--- src/rtl/jtag_tap_controller_if.sv ---
// JTAG TAP controller bus: pin-side inputs, IR/DR strobes, tdo mux and status.
// The controller side uses the slave modport. The pin/register-bank side uses master.
interface jtag_tap_controller_if #(
    parameter int unsigned IDLE_CNT_W = 16
);
    logic                  tms;
    logic                  ir_tdo;
    logic                  dr_tdo;
    logic                  tdo;
    logic                  tdo_en;
    logic                  capture_ir;
    logic                  shift_ir;
    logic                  update_ir;
    logic                  capture_dr;
    logic                  shift_dr;
    logic                  update_dr;
    logic                  test_logic_reset;
    logic                  run_test_idle;
    logic [3:0]            tap_state;
    logic [IDLE_CNT_W-1:0] idle_cnt;

    modport master (
        output tms, ir_tdo, dr_tdo,
        input  tdo, tdo_en, capture_ir, shift_ir, update_ir, capture_dr, shift_dr,
               update_dr, test_logic_reset, run_test_idle, tap_state, idle_cnt
    );

    modport slave (
        input  tms, ir_tdo, dr_tdo,
        output tdo, tdo_en, capture_ir, shift_ir, update_ir, capture_dr, shift_dr,
               update_dr, test_logic_reset, run_test_idle, tap_state, idle_cnt
    );
endinterface

--- src/rtl/jtag_tap_controller.sv ---
// IEEE 1149.1 TAP state machine with Moore-decoded IR/DR strobes and tdo mux.
// Optional Run-Test/Idle cycle counter enabled by defining JTAG_TAP_IDLE_CNT_EN.
module jtag_tap_controller #(
    parameter int unsigned IDLE_CNT_W = 16
) (
    input logic                  clk,
    input logic                  rst_n,
    jtag_tap_controller_if.slave bus
);

    // Encodings are the standard 1149.1 state codes, exposed on tap_state.
    typedef enum logic [3:0] {
        StTlr     = 4'hF,
        StRti     = 4'hC,
        StSelDr   = 4'h7,
        StCapDr   = 4'h6,
        StShDr    = 4'h2,
        StEx1Dr   = 4'h1,
        StPauseDr = 4'h3,
        StEx2Dr   = 4'h0,
        StUpdDr   = 4'h5,
        StSelIr   = 4'h4,
        StCapIr   = 4'hE,
        StShIr    = 4'hA,
        StEx1Ir   = 4'h9,
        StPauseIr = 4'hB,
        StEx2Ir   = 4'h8,
        StUpdIr   = 4'hD
    } state_e;

    state_e state_q, state_d;

    // State register; reset wins over tms and aborts any shift without an update.
    always_ff @(posedge clk) begin
        if (!rst_n) state_q <= StTlr;
        else        state_q <= state_d;
    end

    // Next-state transitions driven by tms.
    always_comb begin
        state_d = state_q;
        unique case (state_q)
            StTlr:     state_d = bus.tms ? StTlr   : StRti;
            StRti:     state_d = bus.tms ? StSelDr : StRti;
            StSelDr:   state_d = bus.tms ? StSelIr : StCapDr;
            StCapDr:   state_d = bus.tms ? StEx1Dr : StShDr;
            StShDr:    state_d = bus.tms ? StEx1Dr : StShDr;
            StEx1Dr:   state_d = bus.tms ? StUpdDr : StPauseDr;
            StPauseDr: state_d = bus.tms ? StEx2Dr : StPauseDr;
            StEx2Dr:   state_d = bus.tms ? StUpdDr : StShDr;
            StUpdDr:   state_d = bus.tms ? StSelDr : StRti;
            StSelIr:   state_d = bus.tms ? StTlr   : StCapIr;
            StCapIr:   state_d = bus.tms ? StEx1Ir : StShIr;
            StShIr:    state_d = bus.tms ? StEx1Ir : StShIr;
            StEx1Ir:   state_d = bus.tms ? StUpdIr : StPauseIr;
            StPauseIr: state_d = bus.tms ? StEx2Ir : StPauseIr;
            StEx2Ir:   state_d = bus.tms ? StUpdIr : StShIr;
            StUpdIr:   state_d = bus.tms ? StSelDr : StRti;
        endcase
    end

    // Moore output decode and tdo source select.
    always_comb begin
        bus.capture_ir       = (state_q == StCapIr);
        bus.shift_ir         = (state_q == StShIr);
        bus.update_ir        = (state_q == StUpdIr);
        bus.capture_dr       = (state_q == StCapDr);
        bus.shift_dr         = (state_q == StShDr);
        bus.update_dr        = (state_q == StUpdDr);
        bus.test_logic_reset = (state_q == StTlr);
        bus.run_test_idle    = (state_q == StRti);
        bus.tap_state        = state_q;
        bus.tdo_en           = (state_q == StShIr) || (state_q == StShDr);
        bus.tdo              = 1'b0;
        if (state_q == StShIr)      bus.tdo = bus.ir_tdo;
        else if (state_q == StShDr) bus.tdo = bus.dr_tdo;
    end

`ifdef JTAG_TAP_IDLE_CNT_EN
    logic [IDLE_CNT_W-1:0] idle_cnt_q, idle_cnt_d;

    // Counts completed RTI cycles of the current stay; zero on entry and elsewhere.
    always_comb begin
        idle_cnt_d = '0;
        if (state_d == StRti && state_q == StRti) begin
            idle_cnt_d = (idle_cnt_q == '1) ? idle_cnt_q : idle_cnt_q + 1'b1;
        end
    end

    // Idle counter register.
    always_ff @(posedge clk) begin
        if (!rst_n) idle_cnt_q <= '0;
        else        idle_cnt_q <= idle_cnt_d;
    end

    assign bus.idle_cnt = idle_cnt_q;
`else
    assign bus.idle_cnt = '0;
`endif

endmodule

--- src/flat_wrapper.sv ---
// flat-port wrapper written by rule: the top's interface ports become plain ports
module jtag_tap_controller_flat 
#(
    parameter int unsigned IDLE_CNT_W = 16
)
  (clk, rst_n, bus_tms, bus_ir_tdo, bus_dr_tdo, bus_tdo, bus_tdo_en, bus_capture_ir, bus_shift_ir, bus_update_ir, bus_capture_dr, bus_shift_dr, bus_update_dr, bus_test_logic_reset, bus_run_test_idle, bus_tap_state, bus_idle_cnt);
  jtag_tap_controller_if #(.IDLE_CNT_W(IDLE_CNT_W)) bus_i ();
  input logic clk;
  input logic rst_n;
  input wire logic [$bits(bus_i.tms)-1:0] bus_tms;
  input wire logic [$bits(bus_i.ir_tdo)-1:0] bus_ir_tdo;
  input wire logic [$bits(bus_i.dr_tdo)-1:0] bus_dr_tdo;
  output wire logic [$bits(bus_i.tdo)-1:0] bus_tdo;
  output wire logic [$bits(bus_i.tdo_en)-1:0] bus_tdo_en;
  output wire logic [$bits(bus_i.capture_ir)-1:0] bus_capture_ir;
  output wire logic [$bits(bus_i.shift_ir)-1:0] bus_shift_ir;
  output wire logic [$bits(bus_i.update_ir)-1:0] bus_update_ir;
  output wire logic [$bits(bus_i.capture_dr)-1:0] bus_capture_dr;
  output wire logic [$bits(bus_i.shift_dr)-1:0] bus_shift_dr;
  output wire logic [$bits(bus_i.update_dr)-1:0] bus_update_dr;
  output wire logic [$bits(bus_i.test_logic_reset)-1:0] bus_test_logic_reset;
  output wire logic [$bits(bus_i.run_test_idle)-1:0] bus_run_test_idle;
  output wire logic [$bits(bus_i.tap_state)-1:0] bus_tap_state;
  output wire logic [$bits(bus_i.idle_cnt)-1:0] bus_idle_cnt;
  assign bus_i.tms = bus_tms;
  assign bus_i.ir_tdo = bus_ir_tdo;
  assign bus_i.dr_tdo = bus_dr_tdo;
  assign bus_tdo = bus_i.tdo;
  assign bus_tdo_en = bus_i.tdo_en;
  assign bus_capture_ir = bus_i.capture_ir;
  assign bus_shift_ir = bus_i.shift_ir;
  assign bus_update_ir = bus_i.update_ir;
  assign bus_capture_dr = bus_i.capture_dr;
  assign bus_shift_dr = bus_i.shift_dr;
  assign bus_update_dr = bus_i.update_dr;
  assign bus_test_logic_reset = bus_i.test_logic_reset;
  assign bus_run_test_idle = bus_i.run_test_idle;
  assign bus_tap_state = bus_i.tap_state;
  assign bus_idle_cnt = bus_i.idle_cnt;
  jtag_tap_controller #(.IDLE_CNT_W(IDLE_CNT_W)) u_core (.clk(clk), .rst_n(rst_n), .bus(bus_i));
endmodule
--- config.mk ---
export PLATFORM = sky130hd
export DESIGN_NAME = jtag_tap_controller_flat
export DESIGN_NICKNAME = d
export VERILOG_FILES = /design/src/rtl/jtag_tap_controller_if.sv /design/src/rtl/jtag_tap_controller.sv /design/src/flat_wrapper.sv
export SDC_FILE = /design/constraint.sdc
export NUM_CORES = 1
export LEC_CHECK = 0
export CAP_MARGIN = 20
export CORE_MARGIN = 1
export CORE_UTILIZATION = 30
export CTS_BUF_LIST = sky130_fd_sc_hd__clkbuf_4 sky130_fd_sc_hd__clkbuf_8
export CTS_CLUSTER_DIAMETER = 40
export DETAILED_ROUTE_END_ITERATION = 7
export PLACE_DENSITY = 0.78
export SYNTH_ARGS = -nofsm -noshare
export SYNTH_HDL_FRONTEND = slang
export SYNTH_SLANG_ARGS = --single-unit
--- constraint.sdc ---
create_clock -name clk -period 1.1 [get_ports clk]
set_input_delay 0.11 -clock clk [delete_from_list [all_inputs] [get_ports clk]]
set_output_delay 0.11 -clock clk [all_outputs]
set_load 0.01 [all_outputs]
==> results of run 1 <==
## cell families after synthesis
family,share of synthesized area
buf+inv,0.355
compound gates,0.109
simple gates,0.284
flops,0.175
mux,0.0683
other cells,0.00819
## placed cells by master (no fill, tap or decap), types with 2 or more instances in the layout
cell / instances
o21ai_0: 2
clkbuf_4: 3
nor3_1: 3
clkdlybuf4s50_1: 4
nor2_2: 3
dfxtp_4: 2
buf_4: 4
nand2_1: 2
nor2_4: 2
conb_1: 16
buf_6: 11
nand2b_4: 3
buf_2: 10
nor2_1: 2
dfxtp_2: 2
## through the flow
step | hold slack, ps | power, uW | cell area (um2) | instances | setup slack (ps)
2_1_floorplan | 172 | 429 | 517 | 72 | 24.6
3_3_place_gp | 696 | 524 | 624 | 94 | -323
3_5_place_dp | 709 | 532 | 624 | 94 | -328
4_1_cts | 527 | 749 | 651 | 99 | -72.2
5_1_grt | 537 | 873 | 712 | 100 | -124
6_report | 537 | 827 | 712 | 100 | -77.6
## final cells by class
type                    instances  area, um2
fillers                       130        654
repair buffers                 30        253
multi-input cells              47        324
well taps                      15       18.8
clock buffers                   3       22.5
inverters                       1       3.75
flip-flops and latches          4       90.1
## power breakdown
group / switching [uW] / internal, uW / leakage (uW)
logic: 204 / 229 / 0.000316
registers: 26.1 / 166 / 0.0000328
clock network: 78.1 / 123 / 0.0000138
total: 308 / 518 / 0.000363
## layer usage
metal / track usage / vias to the layer above / wire length, um
li1: - / 211 / -
met1: 0.115 / 210 / 423
met2: 0.285 / 27 / 673
met3: 0.0489 / 0 / 81
met4: 0.0750 / 0 / 0
met5: 0 / - / 0
## timing repair
item,4_1_cts,5_1_grt
buffers inserted,3,1
endpoints found under the setup margin,17,15
pin swaps,5,3
gates resized for setup,68,15
hold buffers,0,0
## worst min-delay path by stage
stage                       startpoint  depth (start not counted)                       to  slack (ps)
6_report                         rst_n                          3  u_core.bus.tap_state[3]         540
5_1_grt                          rst_n                          3  u_core.bus.tap_state[3]         540
4_1_cts                          rst_n                          3  u_core.bus.tap_state[3]         530
3_5_place_dp   u_core.bus.tap_state[2]                          3  u_core.bus.tap_state[1]         710
3_3_place_gp   u_core.bus.tap_state[2]                          3  u_core.bus.tap_state[1]         700
2_1_floorplan                    rst_n                          1  u_core.bus.tap_state[3]         170
## critical path, delay by kind of cell, from the launching register on
| kind | cells | cell delay [ps] |
|---|---|---|
| and+or+nand+nor | 3 | 400 |
| DFF | 1 | 330 |
| buffers and inverters | 1 | 90 |
==> reports/summary.txt, run 1 <==
status -> finished, violations left
failing checks -> negative setup slack
gr ovfl total -> 0
top-area cell type share of the netlist area -> 0.262
Critical Path Sink Type -> output port
Worst-Skew Late Latency -> 240 ps
Port Buffer Count -> 18
WL/cell -> 11.8 um
clk slew on worst S/H paths -> 50 ps
final setup margin -> -77.6 ps
GRT Overall Usage -> 0.142
first-pass GRT wire length -> 1470 um
largest fanout on the critical path -> 5
final hold violation count -> 0
TNS Setup -> -438 ps
detailed-route wire length -> 1180 um
Worst R2R Start -> u_core.bus.tap_state[2]
TritonCTS Buffers -> 3
R2R depth -> 5
Fin Clk Skew -> 1.01 ps
# IOs -> 35
dpl hpwl -> 787 um
DIE HEIGHT -> 41.1 um
crit path to -> bus_shift_ir
final setup vio count -> 9
peak supply drop -> 0.000486 V
initial core utilization -> 0.335
Peak Freq -> 849 MHz
most common cell in the netlist -> buf_4
Slowest cell on crit path -> dfxtp_2
unrepaired setup endpoints after global routing -> true
max reg flops -> 4
most frequent cells after synthesis -> buf_4, nor2_1, dfxtp_1, nor3_1, buf_6
Req. time, crit path -> 990 ps
via density per instance -> 4.48
Reg-to-Reg End -> u_core.bus.tap_state[1]
PwrDens -> 1160 nW/um2
crit start category -> flip-flop
gpl congestion -> 0.705
slack of the worst reg-to-reg path -> -30 ps
chip width -> 41.1 um
synthesized area per cell -> 8.03 um2
Min-Delay Path Class -> in2reg
DRT Pass-1 Iters -> 4
CTS Buffer Depth -> 2
P&R area growth vs syn -> 55.5%
initial antenna violation count -> 0
crit-path max cell delay -> 330 ps
initial DRC count -> 9
crit-path cells -> nand2b_4 -> nor2_4 -> and2_4 -> buf_6
post-route ant nets -> 0
post-synthesis sequential area ratio -> 0.175
pin count of the biggest net entering global routing -> 8
vias in the first global route -> 366
Via Count -> 448
clk root buf -> clkbuf_4
post-route minimum period -> 1180 ps
max_cap viols -> 0
WS Path Type -> reg2out
synth top area cells -> buf_4, dfxtp_1, buf_6
clk sinks -> 4
layout cell share with drive strength beyond 1 -> 0.576
Util after Layout -> 0.521
Post-synth EDFFs -> 0
final net count -> 92
Pins Over Slew Limit -> 0
Core Region -> 1370 um2
area leader, netlist -> buf_4
drt drc -> 0
share of the clock period used by the worst path -> 1.07
FF+latch count, synth -> 4
count of cell types in the netlist -> 23
Gate Count Post-Synth -> 57
CP Launch Point -> u_core.bus.tap_state[0]
Critical Path AT -> 1070 ps
FFs w/ async S/R, synth -> 0
floorplan row count -> 13
ant diodes -> 0
Die ar. -> 1690 um2
Top FF cell, synth -> dfxtp_1
CTS tree -> built
leakage power -> 0.000363 uW
yosys warns -> 0
CTS HTree Levels -> 1
area of the mapped netlist -> 458 um2
Note: power is estimated with default switching activity, not from simulation.
==> inputs of run 2 (changes only) <==
SKIP_LAST_GASP = 1   (was not set)
==> run 2 against run 1 <==
Critical path depth unchanged. Critical endpoint unchanged. Cell area up 1.2%. Die area is the same. The run still ends with negative setup slack left. Hold slack lost 5.7 ps. Clock skew about the same. Combinational power rose by 1%.
==> reports/summary.txt, run 2 (synthesized netlist as in run 1, its figures left out) <==
fin cells -> 100 (unchanged)
WS Path Type -> reg2out
Via Count -> 438 (-2.2%)
WL/cell -> 11.3 um (-3.7%)
pre-CTS setup slack -> -328 ps (unchanged)
Worst R2R Start -> u_core.bus.tap_state[2]
pin count of the biggest net entering global routing -> 8 (unchanged)
worst path buffer plus inverter count -> 1 (unchanged)
clk sinks -> 4 (unchanged)
first-pass GRT wire length -> 1430 um (-2.8%)
final net count -> 92 (unchanged)
initial antenna violation count -> 0 (unchanged)
fillers -> 125 (-3.8%)
TritonCTS Buffers -> 3 (unchanged)
CP Depth -> 4 (unchanged)
vias in the first global route -> 349 (-4.6%)
crit start category -> flip-flop
CP Launch Point -> u_core.bus.tap_state[0]
slack of the worst reg-to-reg path -> -20 ps (about the same)
drt drc -> 0 (unchanged)
max reg flops -> 4 (unchanged)
final hold violation count -> 0 (unchanged)
Slowest cell on crit path -> dfxtp_2
Port Buffer Count -> 18 (unchanged)
leakage power -> 0.000363 uW (+0.20%)
Reg-to-Reg End -> u_core.bus.tap_state[1]
final setup vio count -> 11 (+2)
clk root buf -> clkbuf_4
initial DRC count -> 2 (-7)
final setup margin -> -81.0 ps (-3.40 ps)
Pins Over Slew Limit -> 0 (unchanged)
clk slew on worst S/H paths -> 50 ps (about the same)
CTS Buffer Depth -> 2 (unchanged)
most common cell after layout, fill and taps aside -> conb_1
DRT Pass-1 Iters -> 2 (-2)
DIE HEIGHT -> 41.1 um (unchanged)
Req. time, crit path -> 990 ps (about the same)
detailed-route wire length -> 1130 um (-3.7%)
dpl cells -> 94 (unchanged)
initial core utilization -> 0.335 (unchanged)
max_cap viols -> 0 (unchanged)
Critical Path AT -> 1070 ps (about the same)
Core Region -> 1370 um2 (unchanged)
crit-path cells -> nand2b_4 -> nor2_4 -> and2_4 -> buf_6
Die ar. -> 1690 um2 (unchanged)
most frequent cells in the layout -> conb_1, buf_6, buf_2
# IOs -> 35 (unchanged)
largest fanout on the critical path -> 5 (unchanged)
Min-Delay Path Class -> in2reg
R2R depth -> 5 (unchanged)
crit path to -> bus_shift_ir
peak supply drop -> 0.000492 V (+1.3%)
Top Family by Delay on Critical Path -> simple AND/OR/NAND/NOR gates
Peak Freq -> 847 MHz (-0.29%)
Critical Path Sink Type -> output port
Worst-Skew Late Latency -> 240 ps (about the same)
GRT Overall Usage -> 0.138 (-0.00335)
crit-path max cell delay -> 330 ps (about the same)
PwrDens -> 1160 nW/um2 (-0.49%)
gr ovfl total -> 0 (unchanged)
CTS HTree Levels -> 1 (unchanged)
P&R area growth vs syn -> 57.4%
failing checks -> negative setup slack
layout cell share with drive strength beyond 1 -> 0.565 (-0.0118)
post-route minimum period -> 1180 ps (+3.40 ps)
floorplan row count -> 13 (unchanged)
via density per instance -> 4.38 (-2.2%)
Post-CTS Hold Fix Bufs -> 0 (unchanged)
gpl congestion -> 0.705 (unchanged)
chip width -> 41.1 um (unchanged)
CTS tree -> built
unrepaired setup endpoints after global routing -> true
post-route ant nets -> 0 (unchanged)
share of the clock period used by the worst path -> 1.07 (+0.00309)
Fin Clk Skew -> 1.08 ps (+0.0717 ps)
dpl hpwl -> 787 um (unchanged)
Hold WS -> 531 ps (-5.66 ps)
ant diodes -> 0 (unchanged)
status -> finished, violations left
run 2: through the flow:
step	utilization	power (uW)	instance area [um2]	setup TNS, ps
floorplan	-	429	517	0
global placement	0.457	524	624	-3210
detailed placement	0.457	532	624	-3360
CTS	0.476	744	651	-547
global route	0.527	881	721	-960
finish	0.527	833	721	-446
run 2: how the worst min path moves through the flow:
stage | from | end | slack, ps | cells past startpoint
2_1_floorplan | rst_n | u_core.bus.tap_state[3] | 170 | 1
3_3_place_gp | u_core.bus.tap_state[2] | u_core.bus.tap_state[1] | 700 | 3
3_5_place_dp | u_core.bus.tap_state[2] | u_core.bus.tap_state[1] | 710 | 3
4_1_cts | rst_n | u_core.bus.tap_state[3] | 530 | 3
5_1_grt | rst_n | u_core.bus.tap_state[3] | 540 | 3
6_report | rst_n | u_core.bus.tap_state[3] | 530 | 3
run 2: power by group:
group | leakage (uW) | switching (uW) | internal [uW]
Combinational | 0.000317 | 203 | 235
Clock | 0.0000138 | 79.2 | 123
Sequential | 0.0000328 | 25.5 | 166
Total | 0.000363 | 308 | 525
run 2: timing repair:
item / 4_1_cts / 5_1_grt
cloned: 0 / 0
endpoints found under the setup margin: 17 / 15
resized for setup: 64 / 19
pin swaps: 4 / 3
setup buffers: 3 / 1
run 2: final cells by class:
| cell class | count | area [um2] | share of cell area |
|---|---|---|---|
| clock buffers | 3 | 22.5 | 0.0313 |
| inverters | 1 | 3.75 | 0.00521 |
| multi-input cells | 47 | 327 | 0.453 |
| flip-flops and latches | 4 | 90.1 | 0.125 |
| well taps | 15 | 18.8 | 0.0260 |
| repair buffers | 30 | 259 | 0.359 |
run 2: worst min-delay path, stage by stage:
cell             delay [ps]
clkdlybuf4s50_1         440
buf_4                   150
nand2_1                  40
run 2: metal layers:
metal | wire length [um] | global-route usage
met5 | 0 | 0
met4 | 0 | 0.0750
met3 | 93 | 0.0489
met2 | 655 | 0.273
met1 | 385 | 0.115
==> inputs of run 3 (changes only) <==
PLACE_DENSITY = 0.77   (was 0.78)
clock period = 1 ns   (was 1.1 ns; I/O delays follow)
==> run 3 against run 2 <==
The flow still finishes with violations (negative setup slack). Cell area is 3.3% higher. First-iteration DRC count grew to 5.5 times the previous value. Die area unchanged. Global-route usage up 0.11 points. Via count up 1.4%. Critical path type is now reg2reg. Critical endpoint is now u_core.bus.tap_state[0]. Highest routed layer unchanged.
==> reports/summary.txt, run 3 (synthesized netlist as in run 1, its figures left out) <==
status -> finished, violations left
failing checks -> negative setup slack
floorplan row count -> 13 (unchanged)
GRT Overall Usage -> 0.140 (+0.00112)
Critical Path AT -> 1300 ps (+230 ps)
initial core utilization -> 0.335 (unchanged)
clk sinks -> 4 (unchanged)
Core Region -> 1370 um2 (unchanged)
max reg flops -> 4 (unchanged)
Port Buffer Count -> 18 (unchanged)
PwrDens -> 1200 nW/um2 (+4.3%)
CTS Buffer Depth -> 2 (unchanged)
crit start category -> flip-flop
most frequent cells in the layout -> conb_1, buf_6, buf_2
clk root buf -> clkbuf_4
crit-path max cell delay -> 360 ps (+30 ps)
share of the clock period used by the worst path -> 1.18
gr ovfl total -> 0 (unchanged)
crit-path cells -> buf_6 -> nand2_4 -> buf_4 -> nand3_1 -> a221o_1
max_cap viols -> 0 (unchanged)
WL/cell -> 11.3 um (-0.15%)
Critical Path Sink Type -> flip-flop
R2R depth -> 5 (unchanged)
initial antenna violation count -> 0 (unchanged)
Min-Delay Path Class -> in2reg
TNS Setup -> -1840 ps (-1390 ps)
Util after Layout -> 0.545 (+0.0174)
placed inst area -> 642 um2 (+2.8%)
chip width -> 41.1 um (unchanged)
initial DRC count -> 11 (+9)
post-route ant nets -> 0 (unchanged)
Slowest cell on crit path -> dfxtp_4
# IOs -> 35 (unchanged)
fillers -> 129 (+3.2%)
layout cell share with drive strength beyond 1 -> 0.598 (+0.0330)
final hold violation count -> 0 (unchanged)
P&R area growth vs syn -> 62.6%
pre-CTS setup slack -> -418 ps (-90.5 ps)
ant diodes -> 0 (unchanged)
Peak Freq -> 849 MHz
dpl cells -> 94 (unchanged)
vias in the first global route -> 351 (+0.57%)
most common cell after layout, fill and taps aside -> conb_1
Post-CTS Hold Fix Bufs -> 0 (unchanged)
final net count -> 94 (+2.2%)
via density per instance -> 4.35 (-0.62%)
Via Count -> 444 (+1.4%)
TritonCTS Buffers -> 3 (unchanged)
detailed-route wire length -> 1160 um (+1.9%)
Final Cell Area -> 744 um2 (+3.3%)
first-pass GRT wire length -> 1460 um (+2.4%)
pin count of the biggest net entering global routing -> 9 (+1)
fin cells -> 102 (+2.0%)
leakage power -> 0.000390 uW (+7.2%)
peak supply drop -> 0.000467 V (-5.1%)
Pins Over Slew Limit -> 0 (unchanged)
CTS tree -> built
largest fanout on the critical path -> 5 (unchanged)
final setup vio count -> 17 (+6)
post-route minimum period -> 1180 ps
gpl congestion -> 0.729 (+3.4%)
clk slew on worst S/H paths -> 40 ps (about the same)
DIE HEIGHT -> 41.1 um (unchanged)
DRT Pass-1 Iters -> 4 (+2)
final setup margin -> -178 ps (-97.1 ps)
Fin Clk Skew -> 6.83 ps (+5.75 ps)
dpl hpwl -> 754 um (-4.1%)
CTS HTree Levels -> 1 (unchanged)
Die ar. -> 1690 um2 (unchanged)
drt drc -> 0 (unchanged)
Worst-Skew Late Latency -> 250 ps (about the same)
unrepaired setup endpoints after global routing -> true
WS Path Type -> reg2reg
Req. time, crit path -> 1120 ps (+130 ps)
Hold Path Cell Cnt -> 4 (+1)
run 3: area by class of cell:
type                       count  area [um2]  area share
timing repair buffer          32         264       0.355
clock buffer                   3        22.5      0.0303
multi-input combinational     47         343       0.461
tap                           15        18.8      0.0252
sequential                     4        92.6       0.124
inverter                       1        3.75     0.00504
run 3: what timing repair did:
action                                  in CTS  in global routing
endpoints found under the setup margin      17                 17
setup buffers                                3                  2
pin swaps                                    4                  5
gates resized for setup                     71                 13
run 3: per-stage QoR:
stage | total power (uW) | hold slack (ps)
global placement | 589 | 657
floorplan | 485 | 162
detailed placement | 594 | 682
CTS | 831 | 511
finish | 897 | 539
global route | 952 | 549
run 3: worst max-delay path: cells and delay by family, from the launching register on:
family,cells,cell delay (ps)
compound gates,1,310
flops,1,360
simple gates,2,160
buf+inv,2,240
run 3: worst paths after layout:
kind                                         startpoint  slack [ps]                       to
worst max-delay path            u_core.bus.tap_state[2]        -180  u_core.bus.tap_state[0]
worst min-delay path                              rst_n         540  u_core.bus.tap_state[1]
worst max register to register  u_core.bus.tap_state[2]        -180  u_core.bus.tap_state[0]
worst min register to register  u_core.bus.tap_state[0]         680  u_core.bus.tap_state[0]
run 3: report_power, final:
| group | internal (uW) | switching (uW) |
|---|---|---|
| Sequential | 183 | 34.2 |
| Combinational | 247 | 217 |
| Clock | 135 | 80.5 |
| Total | 565 | 332 |
run 3: metal layers:
layer	vias to the layer above	share of wire	global-route usage
li1	214	-	-
met1	205	0.34	0.131
met2	25	0.57	0.258
met3	0	0.090	0.0815
met4	0	0	0.0250
met5	-	0	0
